**src/rtl/priority_code_decoder.sv**
```systemverilog
// priority_code_decoder
//
// Decodes an 8-bit priority code into a registered one-hot beat with a
// single-entry valid/ready output stage.
//   8'h00..8'h0F -> out_onehot = 1 << code[3:0], out_none = 0
//   8'hF0        -> out_onehot = 0,              out_none = 1
//   anything else is illegal: consumed, no beat produced, err set (sticky).
//
// Ports:
//   clk        rising-edge clock
//   rst        asynchronous active-high reset
//   in_valid   in_code is offered
//   in_ready   block can accept in_code (!out_valid || out_ready)
//   in_code    encoded priority word
//   out_valid  decoded beat is held
//   out_ready  downstream accepts the beat
//   out_onehot one-hot decode of the index
//   out_none   beat carries the all-zeros code
//   err        sticky illegal-code flag
//   dec_count  wrapping count of decoded non-none beats
//   accum_clr  synchronous clear of out_accum     (PRIO_DEC_ACCUM_EN only)
//   out_accum  OR of every decoded one-hot        (PRIO_DEC_ACCUM_EN only)
//
// Build option: define PRIO_DEC_ACCUM_EN to add the one-hot accumulator.

module priority_code_decoder (
  input  logic        clk,
  input  logic        rst,
  input  logic        in_valid,
  output logic        in_ready,
  input  logic [7:0]  in_code,
  output logic        out_valid,
  input  logic        out_ready,
  output logic [15:0] out_onehot,
  output logic        out_none,
  output logic        err,
  output logic [7:0]  dec_count
`ifdef PRIO_DEC_ACCUM_EN
  ,
  input  logic        accum_clr,
  output logic [15:0] out_accum
`endif
);

  typedef enum logic {
    EMPTY = 1'b0,
    FULL  = 1'b1
  } state_t;

  state_t      state_q, state_d;
  logic [15:0] onehot_q, onehot_d;
  logic        none_q, none_d;
  logic        err_q, err_d;
  logic [7:0]  cnt_q, cnt_d;

  logic        hs;
  logic        code_idx;
  logic        code_none;
  logic        legal_hs;
  logic [15:0] dec_onehot;

  assign in_ready   = (state_q == EMPTY) || out_ready;
  assign hs         = in_valid && in_ready;
  assign code_idx   = (in_code[7:4] == 4'h0);
  assign code_none  = (in_code == 8'hF0);
  assign legal_hs   = hs && (code_idx || code_none);
  assign dec_onehot = code_idx ? (16'h0001 << in_code[3:0]) : 16'h0000;

  always_comb begin
    state_d  = state_q;
    onehot_d = onehot_q;
    none_d   = none_q;
    err_d    = err_q;
    cnt_d    = cnt_q;

    if (hs && !(code_idx || code_none)) begin
      err_d = 1'b1;
    end
    if (hs && code_idx) begin
      cnt_d = cnt_q + 8'd1;
    end

    // A legal handshake always loads (EMPTY, or FULL being drained this
    // cycle). Otherwise a drained FULL stage empties and zeroes its fields
    // so the outputs read as zero whenever out_valid is low.
    if (legal_hs) begin
      state_d  = FULL;
      onehot_d = dec_onehot;
      none_d   = code_none;
    end else if (state_q == FULL && out_ready) begin
      state_d  = EMPTY;
      onehot_d = 16'h0000;
      none_d   = 1'b0;
    end
  end

  always_ff @(posedge clk or posedge rst) begin
    if (rst) begin
      state_q  <= EMPTY;
      onehot_q <= 16'h0000;
      none_q   <= 1'b0;
      err_q    <= 1'b0;
      cnt_q    <= 8'h00;
    end else begin
      state_q  <= state_d;
      onehot_q <= onehot_d;
      none_q   <= none_d;
      err_q    <= err_d;
      cnt_q    <= cnt_d;
    end
  end

  assign out_valid  = (state_q == FULL);
  assign out_onehot = onehot_q;
  assign out_none   = none_q;
  assign err        = err_q;
  assign dec_count  = cnt_q;

`ifdef PRIO_DEC_ACCUM_EN
  logic [15:0] accum_q, accum_d;

  // Clear wins over a same-cycle OR.
  always_comb begin
    accum_d = accum_q;
    if (accum_clr) begin
      accum_d = 16'h0000;
    end else if (legal_hs) begin
      accum_d = accum_q | dec_onehot;
    end
  end

  always_ff @(posedge clk or posedge rst) begin
    if (rst) begin
      accum_q <= 16'h0000;
    end else begin
      accum_q <= accum_d;
    end
  end

  assign out_accum = accum_q;
`endif

endmodule

```
**config.mk**
```make
export PLATFORM = sky130hd
export DESIGN_NAME = priority_code_decoder
export DESIGN_NICKNAME = d
export VERILOG_FILES = /design/src/rtl/priority_code_decoder.sv
export SDC_FILE = /design/constraint.sdc
export NUM_CORES = 1
export LEC_CHECK = 0
export ABC_CLOCK_PERIOD_IN_PS = 1850
export CELL_PAD_IN_SITES_DETAIL_PLACEMENT = 2
export CELL_PAD_IN_SITES_GLOBAL_PLACEMENT = 2
export CORE_ASPECT_RATIO = 1.25
export CORE_MARGIN = 5
export CORE_UTILIZATION = 28
export DETAILED_ROUTE_END_ITERATION = 8
export PLACE_DENSITY = 0.83
export REMOVE_ABC_BUFFERS = 1
export SYNTH_ARGS = -nofsm -noshare
export SYNTH_HDL_FRONTEND = slang
export SYNTH_SLANG_ARGS = --single-unit
```
**constraint.sdc**
```tcl
create_clock -name clk -period 1.85 [get_ports clk]
set_input_delay 0.37 -clock clk [delete_from_list [all_inputs] [get_ports clk]]
set_output_delay 0.37 -clock clk [all_outputs]
set_load 0.02 [all_outputs]
```
==> impl_metrics.yaml <==
drt:
  vias: 973
  initialDrtViolationCount: 10
  drt_wl_total_mm: 3.52
  viasPerCell: 4.77
  firstDrtPassIters: 4
  antenna_left: 0
  drc_errors: 0
  routedWlPerCell_um: 17.3
power:
  p_clk_share_pct: 26.0
  swShare_pct: 29.7
  p_int_w: 0.000930
  power_density_nw_per_um2: 743
  pwr-share-comb_pct: 22.2
  p_switching_w: 0.000392
  vdd_drop_max_mv: 0.307
  p_leak_nw: 0.789
  pwr-share-seq_pct: 51.8
finish:
  nets: 162
  instances_no_fill: 204
  diodes: 0
  fill_cells: 442
  final_core_util_pct: 43.8
  final_layout_size_suffix_gt1_share_pct: 16.2
  area_delta_synth_final_pct: 53.1
yosys:
  avgSynthCellArea_sq_um: 12.6
  async_reset_ff_share_pct: 100
  syn_inst: 92
  yosys.area.top_type_share_pct: 58.1
  ys_seq_area_share_pct: 58.1
  ys_top_cells_by_area: "dfrtp_1, a22o_1, o2bb2ai_1"
  ys_types: 28
  yosys-top-cells-count: "dfrtp_1, a22o_1, nand2_1, o2bb2ai_1, xnor2_1"
  yosysMostFrequentCell: "dfrtp_1"
  yosys_warnings: 0
  synth_enable_flop_cells: 0
  ys_ff_latch: 27
  synth_largest_area_cell: "dfrtp_1"
  ys.flop_type: "dfrtp_1"
  syn_area_sq_um: 1160
clocking:
  clockBufferDepth: 2
  clk_latency_ns: 0.28
  cts_sinks: 27
  clkTransAtPathRegs_ns: 0.10
  htree_levels: 1
  cts_hold_buffers: 0
  cts_buffers: 3
  post_cts_buffers: 0
  cts_tree: "built"
  root_buffer: "clkbuf_8"
worst_setup_path:
  path_class: "input port to flop"
  crit_required_ns: 2.02
  worst_ep_arrival_time_ns: 1.98
  path_cells: "clkdlybuf4s50_1 -> or4_4 -> o21bai_4 -> a31oi_4 -> a22o_1"
  crit_family: "compound AO/OA/AOI/OAI gates"
  worst-r2r-cell-count: 6
  cpMaxStageDelayCell: "or4_4"
  path_depth: 5
  critPathMaxStageDelay_ns: 0.53
  critPathBufInv: 1
  cp_max_fo: 8
  cp-end-kind: "flop"
  start_kind: "input port"
sta:
  max-slew-margin-rel_pct: 71.5
  finalHoldViolCount: 0
  max_freq_mhz: 553
  finalWorstSetupSlack_ns: 0.0416
  skew_ns: 0.00388
  min_period_over_period_pct: 97.8
  finalSetupViolCount: 0
  fin_tns_setup_ns: 0
  fin_hold_ws_ns: 0.437
  rsz0062_at_grt: "no"
  worstMarginPinSlew_ns: 0.426
  period_minus_slack_ns: 1.81
  slew_violations: 0
die:
  dieHeight_um: 82.0
  die_area_sq_um: 5550
  floorplan.core_area_sq_um: 4070
  rows: 26
  die_w_um: 67.6
  start_util_pct: 28.6
  io_pins: 40
run:
  drv_cap: 0
global_routing:
  grt_pass1_vias: 1133
  grt_use_total_pct: 14.0
  grt_start_max_net_pins: 28
  grt_antenna_before_repair: 0
  overflow: 0
  grt_first_pass_wirelength_mm: 5.70
placed_design:
  io_buffers: 39
  hpwlAfterDp_mm: 2.71
  dp_cells: 199
  place_congestion: 0.737
  pre_cts_slack_ns: -0.389
min_path:
  min_path_type: "input port to asynchronous set/reset pin"
outcome:
  outcome: "finished, final reports clean"
==> state kept, by name (all words and copies together), names as in the netlist <==
signal / cells
out_valid: 1
err: 1
out_none: 1
dec_count: 8
out_onehot: 16
==> path summary, 6_finish.rpt <==
kind / endpoint / slack [ns] / startpoint
max reg2reg: out_onehot[15]$_DFFE_PP0P_ / 0.38 / out_valid$_DFFE_PP0P_
min reg2reg: dec_count[7]$_DFFE_PP0P_ / 0.48 / dec_count[7]$_DFFE_PP0P_
min: out_onehot[4]$_DFFE_PP0P_ / 0.44 / rst
min in group clk: out_none$_DFFE_PP0P_ / 0.47 / in_code[2]
max: out_onehot[15]$_DFFE_PP0P_ / 0.04 / in_code[0]
max in group asynchronous: dec_count[6]$_DFFE_PP0P_ / 1.15 / rst
==> area by class of cell <==
class	count	area, sq um	share of cell area [%]
well taps	56	70.1	3.94
flip-flops and latches	27	676	38.0
clock buffers	3	41.3	2.32
repair buffers	53	499	28.1
multi-input cells	62	480	27.0
clock inverters	1	5.00	0.281
inverters	2	7.51	0.422
==> power by group through the flow <==
stage,Sequential (W),Combinational [W],Clock (W)
after detailed placement,0.000699,0.000294,0
final,0.000685,0.000293,0.000345
after global routing,0.000696,0.000316,0.000390
after CTS,0.000688,0.000300,0.000361
after floorplan,0.000738,0.0000811,0
after global placement,0.000695,0.000280,0
==> timing repair <==
action | in CTS | in global routing
gates cloned | 1 | 0
gates resized for setup | 1 | 3
pin swaps | 2 | 4
endpoints found under the setup margin | 9 | 10
==> tightest hold or removal path: cells and delay by family <==
| kind | cells | cell delay (ns) |
|---|---|---|
| buffers and inverters | 3 | 0.76 |
==> stage by stage <==
stage          instance area [sq um]  power (W)
6_report                        1780    0.00132
5_1_grt                         1780    0.00140
4_1_cts                         1770    0.00135
3_5_place_dp                    1710   0.000993
3_3_place_gp                    1710   0.000974
2_1_floorplan                   1150   0.000819
==> placed cells by master (no fill, tap or decap), drive strengths merged <==
master / n
nor2b: 1
or2: 1
clkinv: 1
or2b: 1
dfrtp: 27
and2: 1
o2bb2ai: 8
ha: 1
and3: 4
clkbuf: 3
o31ai: 1
dlymetal6s2s: 2
or3: 1
and2b: 1
dlygate4sd2: 1
buf: 14
nand3: 1
inv: 2
clkdlybuf4s50: 36
nor3b: 1
or4: 1
nand4: 6
nor2: 1
nand3b: 2
a31oi: 2
nor4: 1
nand2b: 2
nand2: 8
a22o: 8
o21bai: 2
xnor2: 7
==> per-layer routing <==
layer | up-vias | global-route usage (%) | share of wire, %
met1 | 494 | 15.4 | 39
met5 | - | 0 | 0
li1 | 455 | - | -
met2 | 20 | 25.7 | 56
met4 | 0 | 4.87 | 1.3
met3 | 4 | 3.15 | 3.3
==> logic make-up after synthesis <==
| group | Yosys count | share of synthesized area, % |
|---|---|---|
| AOI/OAI and AO/OA | 20 | 16.8 |
| xor gates and xnor gates | 7 | 5.27 |
| adders and majority gates | 1 | 1.08 |
| buffers and inverters | 4 | 2.04 |
| DFF | 27 | 58.1 |
| and+or+nand+nor | 33 | 16.7 |
Note: power is estimated with default switching activity, not from simulation.
